<file path="config.mk">
export PLATFORM = sky130hd
export DESIGN_NAME = serial_adder_ctrl
export DESIGN_NICKNAME = d
export VERILOG_FILES = /design/src/rtl/serial_adder_ctrl.sv
export SDC_FILE = /design/constraint.sdc
export NUM_CORES = 1
export LEC_CHECK = 0
export BUFFER_PORTS_ARGS = -buffer_cell sky130_fd_sc_hd__buf_2
export CELL_PAD_IN_SITES_DETAIL_PLACEMENT = 1
export CELL_PAD_IN_SITES_GLOBAL_PLACEMENT = 2
export CORE_ASPECT_RATIO = 1.4
export CORE_MARGIN = 2
export CORE_UTILIZATION = 33
export CTS_CLUSTER_SIZE = 40
export DETAILED_ROUTE_END_ITERATION = 16
export PLACE_DENSITY_LB_ADDON = 0.08
export SLEW_MARGIN = 20
export SYNTH_ARGS = -nofsm -noshare
export SYNTH_HDL_FRONTEND = slang
export SYNTH_SLANG_ARGS = --single-unit
</file>
<file path="constraint.sdc">
create_clock -name clk -period 1.65 [get_ports clk]
set_clock_uncertainty 0.1 [all_clocks]
set_input_delay 0.0825 -clock clk [delete_from_list [all_inputs] [get_ports clk]]
set_output_delay 0.0825 -clock clk [all_outputs]
set_load 0.01 [all_outputs]
</file>
<file path="src/rtl/serial_adder_ctrl.sv">
// Bit-serial adder controller: one shared full-adder bit slice, LSB first, one bit per clock.
// Optional feature: define SERIAL_ADD_OVF_EN to add the signed-overflow output ovf.
module serial_adder_ctrl #(
  parameter int unsigned WIDTH = 8
) (
  input  logic             clk,
  input  logic             rst_n,
  input  logic             start,
  input  logic [WIDTH-1:0] a,
  input  logic [WIDTH-1:0] b,
  input  logic             cin,
  output logic             busy,
  output logic             done,
  output logic [WIDTH-1:0] sum,
  output logic             cout
`ifdef SERIAL_ADD_OVF_EN
  ,
  output logic             ovf
`endif
);

  localparam int unsigned CW = $clog2(WIDTH);

  typedef enum logic [1:0] {
    S_IDLE  = 2'd0,
    S_SHIFT = 2'd1,
    S_DONE  = 2'd2
  } state_e;

  state_e           state_q, state_d;
  logic [WIDTH-1:0] a_q, a_d;
  logic [WIDTH-1:0] b_q, b_d;
  logic [WIDTH-1:0] res_q, res_d;
  logic [WIDTH-1:0] sum_q, sum_d;
  logic [CW-1:0]    cnt_q, cnt_d;
  logic             carry_q, carry_d;
  logic             cout_q, cout_d;
`ifdef SERIAL_ADD_OVF_EN
  logic             ovf_q, ovf_d;
`endif

  logic fa_s, fa_co, last_bit;

  // Shared 1-bit full adder slice.
  always_comb begin
    fa_s  = a_q[0] ^ b_q[0] ^ carry_q;
    fa_co = (a_q[0] & b_q[0]) | (a_q[0] & carry_q) | (b_q[0] & carry_q);
  end

  assign last_bit = (cnt_q == CW'(WIDTH - 1));

  always_comb begin
    state_d = state_q;
    a_d     = a_q;
    b_d     = b_q;
    res_d   = res_q;
    sum_d   = sum_q;
    cnt_d   = cnt_q;
    carry_d = carry_q;
    cout_d  = cout_q;
`ifdef SERIAL_ADD_OVF_EN
    ovf_d   = ovf_q;
`endif
    case (state_q)
      S_IDLE: begin
        if (start) begin
          a_d     = a;
          b_d     = b;
          carry_d = cin;
          cnt_d   = '0;
          state_d = S_SHIFT;
        end
      end
      S_SHIFT: begin
        res_d   = {fa_s, res_q[WIDTH-1:1]};
        carry_d = fa_co;
        a_d     = a_q >> 1;
        b_d     = b_q >> 1;
        if (last_bit) begin
          // Result is loaded on the edge into DONE so sum/cout are valid while done is high.
          sum_d   = {fa_s, res_q[WIDTH-1:1]};
          cout_d  = fa_co;
`ifdef SERIAL_ADD_OVF_EN
          ovf_d   = carry_q ^ fa_co;
`endif
          state_d = S_DONE;
        end else begin
          cnt_d = cnt_q + CW'(1);
        end
      end
      S_DONE: begin
        state_d = S_IDLE;
      end
      default: begin
        state_d = S_IDLE;
      end
    endcase
  end

  always_ff @(posedge clk or negedge rst_n) begin
    if (!rst_n) begin
      state_q <= S_IDLE;
      a_q     <= '0;
      b_q     <= '0;
      res_q   <= '0;
      sum_q   <= '0;
      cnt_q   <= '0;
      carry_q <= 1'b0;
      cout_q  <= 1'b0;
`ifdef SERIAL_ADD_OVF_EN
      ovf_q   <= 1'b0;
`endif
    end else begin
      state_q <= state_d;
      a_q     <= a_d;
      b_q     <= b_d;
      res_q   <= res_d;
      sum_q   <= sum_d;
      cnt_q   <= cnt_d;
      carry_q <= carry_d;
      cout_q  <= cout_d;
`ifdef SERIAL_ADD_OVF_EN
      ovf_q   <= ovf_d;
`endif
    end
  end

  assign busy = (state_q == S_SHIFT);
  assign done = (state_q == S_DONE);
  assign sum  = sum_q;
  assign cout = cout_q;
`ifdef SERIAL_ADD_OVF_EN
  assign ovf  = ovf_q;
`endif

endmodule

</file>
==> results of run 1 <==
[routing by layer]
| layer | GRT usage [%] | part of all wire, % | vias to the layer above |
|---|---|---|---|
| met5 | 0 | 0 | - |
| met4 | 4.59 | 1.1 | 0 |
| met3 | 3.31 | 3.8 | 4 |
| met2 | 24.3 | 53 | 27 |
| met1 | 18.2 | 42 | 652 |
| li1 | - | - | 602 |
[per-stage QoR]
stage	cell area (um2)	hold WS (ns)	cells
2_1_floorplan	1820	-0.313	144
3_3_place_gp	2090	-0.0384	240
3_5_place_dp	2090	-0.0233	240
4_1_cts	2180	0.0346	248
5_1_grt	2190	0.0429	249
6_report	2190	0.0282	249
[registers in the layout (all words and copies together) (netlist names)]
signal / count
b_q: 8
state_q: 2
res_q: 7
cnt_q: 3
sum: 8
cout: 1
a_q: 8
carry_q: 1
[cells by family (layout without fill, tap and decap cells)]
logic type / count (synthesis) / after routing / synth area share (%)
muxes: 16 / 16 / 9.91
and+or+nand+nor: 38 / 38 / 16.2
adders and majority gates: 3 / 3 / 2.48
AOI/OAI and AO/OA: 23 / 23 / 11.7
buffers and inverters: 26 / 63 / 7.36
DFF: 38 / 38 / 52.3
[cells in the mapped netlist (all sizes together)]
library cell,count
a211o,2
a211oi,7
a21oi,1
a221oi,1
buf,11
clkbuf,2
dfrtp,38
fa,1
ha,2
inv,13
mux2,16
nand2,2
nand2b,4
nand3,3
nand3b,1
nor2b,1
nor3b,9
nor4b,8
nor4bb,2
o21ba,1
o21bai,1
o221a,7
o221ai,3
or2,1
or4b,7
[power by group through the flow]
| stage | Sequential, mW | Combinational (mW) | Clock, mW |
|---|---|---|---|
| after floorplan | 1.63 | 1.09 | 0 |
| after global placement | 1.64 | 1.52 | 0 |
| after detailed placement | 1.66 | 1.59 | 0 |
| after CTS | 1.65 | 1.60 | 0.630 |
| after global routing | 1.71 | 1.75 | 0.668 |
| final | 1.65 | 1.58 | 0.599 |
[timing repair]
action / in CTS / in global routing
setup endpoints to repair: 0 / 18
hold endpoints to repair: 20 / 0
hold buffers: 1 / 0
setup buffers: 0 / 1
gates resized for setup: 0 / 4
[tightest hold or removal path, stage by stage]
cell      delay [ns]
buf_2           0.07
nor4b_1         0.04
a221oi_2        0.16
[worst max-delay path by stage]
stage                    endpoint  slack [ns]  cells past startpoint
6_report       sum[3]$_DFFE_PN0P_        0.06                      5
3_3_place_gp   sum[3]$_DFFE_PN0P_        0.05                      5
2_1_floorplan  sum[1]$_DFFE_PN0P_       0.006                      5
4_1_cts        sum[3]$_DFFE_PN0P_       0.001                      5
5_1_grt        sum[3]$_DFFE_PN0P_       0.008                      5
3_5_place_dp   sum[3]$_DFFE_PN0P_        0.02                      5
[layout make-up]
| cell class | instances | area, um2 |
|---|---|---|
| fill | 600 | 3210 |
| sequential | 38 | 952 |
| multi-input combinational | 80 | 742 |
| timing repair buffer | 43 | 288 |
| tap | 68 | 85.1 |
| clock buffer | 5 | 68.8 |
| inverter | 13 | 48.8 |
| clock inverter | 2 | 10.0 |
==> impl_metrics.toml, run 1 <==
[outcome]
status = "finished, final reports clean"

[critical_path]
critPathCaptureType = "flop"
worstReg2RegEnd = "sum[3]$_DFFE_PN0P_"
start_kind = "flop"
path_buf_inv = 1
r2r_start = "cnt_q[0]$_DFFE_PN0P_"
crit_path_frequent_cell = "ha_2"
reg2reg_slack_ns = 0.06
reg2reg_depth = 5
critPathLaunch = "cnt_q[0]$_DFFE_PN0P_"
required_ns = 1.72
worst_path_largest_cell_delay_ns = 0.40
crit_type = "reg2reg"
cp_max_fo = 10
critical_path.top_delay_family = "flip-flops"
crit_slowest_cell = "dfrtp_1"
path_cells = "ha_2 -> ha_2 -> nand3b_1 -> buf_12 -> mux2_2"
worstPathArrival_ns = 1.66

[synthesis]
synth_top_area_cell = "dfrtp_1"
yosys-top-cells-area = "dfrtp_1 52%, mux2_2 6.2%, o221a_2 4.3%, nor4b_1 3.9%, or4b_1 3.9%"
avgSynthCellArea_um2 = 12.6
synth_top_area_share_pct = 52.3
ys_ff_latch = 38
yosys_warnings = 0
yosysSeqAreaShare_pct = 52.3
syn_inst = 144
synth.distinct_cells = 29
synth_fp_nets = 167
synth_area_um2 = 1820

[power_and_ir_drop]
p_leak_nw = 1.00
ir_worst_vdd_uv = 707
p_sw_share_pct = 34.1
netSwitchingPower_mw = 1.30
internal-power_mw = 2.52
clock_power_share_pct = 15.7
p_total_mw = 3.82
p_comb_share_pct = 41.3
power_density_nw_per_um2 = 1740
sequentialPowerShare_pct = 43.1

[cells_and_area]
fin_nets = 204
final_cell_mix = "37 x dfrtp_1, 30 x buf_2, 12 x inv_1"
num_antenna_cells = 0
fin_util_pct = 40.6
area_growth_pct = 20.7
layout-drive-gt1-share_pct = 40.3
mostFrequentLayoutCell = "dfrtp_1"

[die]
core_area_um2 = 5410
ioPinCount = 31
rows = 32
dieWidth_um = 66.7
die_area_um2 = 6130
start_util_pct = 33.6
die_h_um = 91.8

[grt]
grt_use_total_pct = 14.5
grt_max_degree = 23
grt_pass1_wl_um = 6710
grt_pass1_vias = 1371
grt-ovfl-total = 0
grt_antenna_before_repair = 0

[timing]
fmax_mhz = 629
worst_slew_pin_slew_ns = 0.492
period_share_pct = 96.3
slew_headroom_pct = 67.2
setup_viol = 0
timing.final.ws_setup_ns = 0.0606
hold_viol = 0
period_minus_slack_ns = 1.59
fin_tns_setup_ns = 0
rsz0062_at_grt = "false"
slew_viol_final = 0

[worst_hold_path]
min_path_cells = 3
hold_path.class = "in2reg"
hp-start = "b[4]"
min_to = "b_q[4]$_DFFE_PN0P_"

[cts]
clock_latency_ns = 0.28
clockBufferDepth = 2
cts_tree = "yes"
h-tree-depth = 2
root_buffer = "clkbuf_8"
clkSinkCount = 38
cts_buffers = 5
clk_pin_slew_ns = 0.07

[detailed_routing]
wl_per_cell_um = 16.3
drt_iter0_drc = 34
drcViolationCount = 0
wl_um = 4070
num_vias = 1285
detail-route-antenna-nets = 0
first_pass_iters = 4
via_per_inst = 5.16

[placement]
gp_congestion = 0.642
post-place-ws_ns = 0.0170
dp.final_hpwl_um = 2920
io_buffers = 30

[flow_run]
max_cap_viol_count = 0
Power figures use the tool's default switching activity.
==> run 2, diff against run 1 <==
--- a/config.mk
+++ b/config.mk
@@ -8,7 +8,6 @@
 export BUFFER_PORTS_ARGS = -buffer_cell sky130_fd_sc_hd__buf_2
 export CELL_PAD_IN_SITES_DETAIL_PLACEMENT = 1
 export CELL_PAD_IN_SITES_GLOBAL_PLACEMENT = 2
-export CORE_ASPECT_RATIO = 1.4
 export CORE_MARGIN = 2
 export CORE_UTILIZATION = 33
 export CTS_CLUSTER_SIZE = 40
==> run 2 against run 1 <==
Net effect: clock power is 11% higher; wire length is 4.6% lower; critical path depth stayed put; sequential share of layout area is 0.082 points lower; via count is 0.47% higher; non-clock buffer count is 4 lower; utilization hardly changed; design area hardly changed; critical endpoint unchanged; largest cell class unchanged.
==> impl_metrics.toml, run 2 (same netlist as run 1, synthesis figures left out) <==
[critical_path]
start_kind = "flop"
path_cells = "ha_1 -> ha_2 -> nand3b_1 -> buf_12 -> mux2_2"
crit_slowest_cell = "dfrtp_1"
crit_type = "reg2reg"
critPathCaptureType = "flop"
path_buf_inv = 1
required_ns = 1.72
worstPathArrival_ns = 1.65
cp_max_fo = 10
worst_path_largest_cell_delay_ns = 0.40
critical_path.top_delay_family = "flip-flops"

[cts]
clockBufferDepth = 2
cts_tree = "yes"
cts_buffers = 5
root_buffer = "clkbuf_8"
clkSinkCount = 38
post-cts-setup-buffer-count = 0
clk_pin_slew_ns = 0.08
h-tree-depth = 2
clock_latency_ns = 0.29

[timing]
hold_viol = 0
fin_tns_setup_ns = 0
slew_viol_final = 0
worst_slew_pin_slew_ns = 0.485
setup_viol = 0
holdWs_ns = 0.0306
rsz0062_at_grt = "false"
fmax_mhz = 633
period_share_pct = 95.8
period_minus_slack_ns = 1.58
slew_headroom_pct = 67.7

[die]
rows = 27
ioPinCount = 31
core_area_um2 = 5410
dieWidth_um = 78.2
die_area_um2 = 6120
die_h_um = 78.2
start_util_pct = 33.6

[worst_hold_path]
hold_path.class = "in2reg"

[grt]
grt_pass1_wl_um = 6730
grt_pass1_vias = 1351
grt-ovfl-total = 0
grt_max_degree = 39
grt_antenna_before_repair = 0
grt_use_total_pct = 14.0

[outcome]
status = "finished, final reports clean"

[detailed_routing]
detail-route-antenna-nets = 0
drcViolationCount = 0
num_vias = 1291
wl_per_cell_um = 15.5
route.met2.wl_um = 1930
drt_iter0_drc = 44
m1WireLength_um = 1770
via_per_inst = 5.16
dr_wl_met3_um = 146
wl_um = 3880
top_layer = "met4"
first_pass_iters = 2

[cells_and_area]
final_cells = 250
final_cell_mix = "38 x dfrtp_1, 30 x buf_2, 12 x inv_1"
layout-drive-gt1-share_pct = 38.8
area_growth_pct = 20.8
mostFrequentLayoutCell = "dfrtp_1"
fin_nets = 200
num_antenna_cells = 0

[placement]
gp_congestion = 0.675
placedCellCount = 241
dp.final_hpwl_um = 2550
io_buffers = 30

[power_and_ir_drop]
p_leak_nw = 0.990
p_total_mw = 3.86
power_density_nw_per_um2 = 1760
ir_worst_vdd_uv = 519

[flow_run]
max_cap_viol_count = 0
==> run 2: per-layer routing <==
metal,track usage [%],vias up
met5,0,-
met4,4.91,0
met3,3.45,6
met2,23.5,22
met1,17.5,667
li1,-,596
==> run 2: worst min-delay path: stages <==
cell and delay, ns:
buf_2 0.07, nor4b_1 0.04, a221oi_2 0.16
==> run 2: power by group <==
group	switching (mW)	internal, mW
Sequential	0.253	1.37
Clock	0.326	0.337
Combinational	0.730	0.845
==> run 2: what timing repair did <==
action,CTS,global route
gates resized for setup,0,5
hold endpoints to repair,38,0
setup endpoints to repair,0,13
hold buffers,1,0
==> run 2: per-stage QoR <==
| step | util, % | setup WS, ns | area [um2] |
|---|---|---|---|
| final | 40.6 | 0.0699 | 2200 |
| after global routing | 40.6 | 0.00207 | 2200 |
| after CTS | 40.2 | 0.0280 | 2170 |
| after detailed placement | 38.3 | 0.0501 | 2070 |
| after global placement | 38.3 | 0.0837 | 2070 |
| after floorplan | - | 0.00592 | 1820 |
==> run 2: layout make-up <==
class,instances,area [um2]
Inverter,13,48.8
Multi-Input combinational cell,80,753
Clock buffer,7,86.3
Timing Repair Buffer,39,262
Clock inverter,1,5.00
Fill cell,600,3210
Tap cell,72,90.1
Sequential cell,38,951
==> run 2: worst paths after layout <==
check                                     startpoint                  to  depth (start not counted)  slack (ns)
worst min-delay path                            b[4]  b_q[4]$_DFFE_PN0P_                          3        0.03
min in group asynchronous                      rst_n  sum[5]$_DFFE_PN0P_                          3        0.28
worst max-delay path            cnt_q[1]$_DFFE_PN0P_  sum[3]$_DFFE_PN0P_                          5        0.07
max in group asynchronous                      rst_n  sum[2]$_DFFE_PN0P_                          3        0.83
worst min register to register    sum[5]$_DFFE_PN0P_  sum[5]$_DFFE_PN0P_                          1        0.39
worst max register to register  cnt_q[1]$_DFFE_PN0P_  sum[3]$_DFFE_PN0P_                          5        0.07
==> run 3, diff against run 2 <==
--- a/config.mk
+++ b/config.mk
@@ -5,6 +5,7 @@
 export SDC_FILE = /design/constraint.sdc
 export NUM_CORES = 1
 export LEC_CHECK = 0
+export ABC_CLOCK_PERIOD_IN_PS = 1650
 export BUFFER_PORTS_ARGS = -buffer_cell sky130_fd_sc_hd__buf_2
 export CELL_PAD_IN_SITES_DETAIL_PLACEMENT = 1
 export CELL_PAD_IN_SITES_GLOBAL_PLACEMENT = 2
@@ -12,7 +13,7 @@
 export CORE_UTILIZATION = 33
 export CTS_CLUSTER_SIZE = 40
 export DETAILED_ROUTE_END_ITERATION = 16
-export PLACE_DENSITY_LB_ADDON = 0.08
+export PLACE_DENSITY = 0.86
 export SLEW_MARGIN = 20
 export SYNTH_ARGS = -nofsm -noshare
 export SYNTH_HDL_FRONTEND = slang
==> run 3 against run 2 <==
Net effect: maximum frequency decreased by 0.50%; largest cell class unchanged; largest power group unchanged; sequential share of layout area decreased by 0.27 points; clock power down 10%; highest routed layer unchanged; register-to-register slack barely moved.
==> impl_metrics.toml, run 3 (same netlist as run 1, synthesis figures left out) <==
[outcome]
status = "finished, final reports clean"

[detailed_routing]
num_vias = 1284
via_per_inst = 5.02
wl_per_cell_um = 16.1
wl_um = 4130
first_pass_iters = 5
detail-route-antenna-nets = 0
drcViolationCount = 0
drt_iter0_drc = 40

[cts]
clockBufferDepth = 2
cts_tree = "yes"
clkSinkCount = 38
root_buffer = "clkbuf_8"
cts_buffers = 5
clk_pin_slew_ns = 0.07
clock_latency_ns = 0.29
h-tree-depth = 2

[cells_and_area]
fillerInstances = 593
fin_nets = 207
area_growth_pct = 21.5
layout-drive-gt1-share_pct = 40.2
final_cells = 256
mostFrequentLayoutCell = "dfrtp_1"
num_antenna_cells = 0
final_cell_mix = "38 x dfrtp_1, 30 x buf_2, 13 x buf_4"

[die]
start_util_pct = 33.6
die_area_um2 = 6120
ioPinCount = 31
die_h_um = 78.2
core_area_um2 = 5410
rows = 27
dieWidth_um = 78.2

[worst_hold_path]
hold_path.class = "in2reg"
min_path_cells = 3

[grt]
grt-ovfl-total = 0
grt_use_total_pct = 14.3
grt_pass1_wl_um = 6890
grt_max_degree = 39
grt_antenna_before_repair = 0
grt_pass1_vias = 1415

[power_and_ir_drop]
ir_worst_vdd_uv = 708
p_leak_nw = 1.02
power_density_nw_per_um2 = 1740

[placement]
gp_congestion = 0.740
placedCellCount = 246
dp.final_hpwl_um = 2920
io_buffers = 30

[timing]
rsz0062_at_grt = "false"
fin_tns_setup_ns = 0
setup_viol = 0
period_share_pct = 96.2
hold_viol = 0
slew_viol_final = 0
worst_slew_pin_slew_ns = 0.661
fmax_mhz = 630
period_minus_slack_ns = 1.59
slew_headroom_pct = 55.9

[critical_path]
worstPathArrival_ns = 1.65
required_ns = 1.71
critPathCaptureType = "flop"
start_kind = "flop"
crit_type = "reg2reg"
cp_max_fo = 10
reg2reg_slack_ns = 0.06
reg2reg_depth = 5

[flow_run]
max_cap_viol_count = 0
==> run 3: layer usage <==
| metal | wire [um] | global-route usage [%] |
|---|---|---|
| met5 | 0 | 0 |
| met2 | 2080 | 25.1 |
| met1 | 1880 | 17.6 |
| met3 | 144 | 2.76 |
| met4 | 27 | 4.74 |
==> run 3: final timing paths <==
check,start,end
max,cnt_q[1]$_DFFE_PN0P_,sum[5]$_DFFE_PN0P_
min,b[4],b_q[4]$_DFFE_PN0P_
max reg2reg,cnt_q[1]$_DFFE_PN0P_,sum[5]$_DFFE_PN0P_
min reg2reg,sum[1]$_DFFE_PN0P_,sum[1]$_DFFE_PN0P_
max in group asynchronous,rst_n,a_q[2]$_DFFE_PN0P_
min in group asynchronous,rst_n,carry_q$_DFFE_PN0P_
==> run 3: area by class of cell <==
cell class | count | area, um2 | area share [%]
clock buffers | 5 | 68.8 | 3.11
clock inverters | 2 | 10.0 | 0.453
inverters | 13 | 48.8 | 2.21
multi-input cells | 80 | 743 | 33.6
flip-flops and latches | 38 | 951 | 43.0
well taps | 72 | 90.1 | 4.08
repair buffers | 46 | 298 | 13.5
==> run 3: worst max-delay path: stages, from the launching register on <==
cell and delay, ns:
dfrtp_1 0.40, ha_1 0.19, ha_2 0.17, nand3b_1 0.13
buf_12 0.15, mux2_1 0.32
==> run 3: repair_timing <==
action                                  in CTS  in global routing
hold endpoints to repair                    38                  0
setup buffers                                0                  2
hold buffers                                 1                  0
endpoints found under the setup margin       0                  9
gates resized for setup                      0                  3
==> run 3: through the flow <==
step	utilization (%)	setup WS, ns	power [mW]	cell area [um2]	hold slack (ns)
after global placement	38.8	0.0907	3.10	2100	-0.0410
after CTS	40.4	0.0169	3.87	2180	0.0166
after global routing	40.9	0.00233	4.14	2210	0.0599
final	40.9	0.0619	3.85	2210	0.0204
after floorplan	-	0.00592	2.72	1820	-0.313
after detailed placement	38.8	0.0329	3.26	2100	-0.0297
==> run 3: power breakdown <==
group	switching (mW)	internal, mW	total (mW)
Clock	0.312	0.283	0.596
Sequential	0.273	1.37	1.65
Combinational	0.735	0.868	1.60
Total	1.32	2.53	3.85
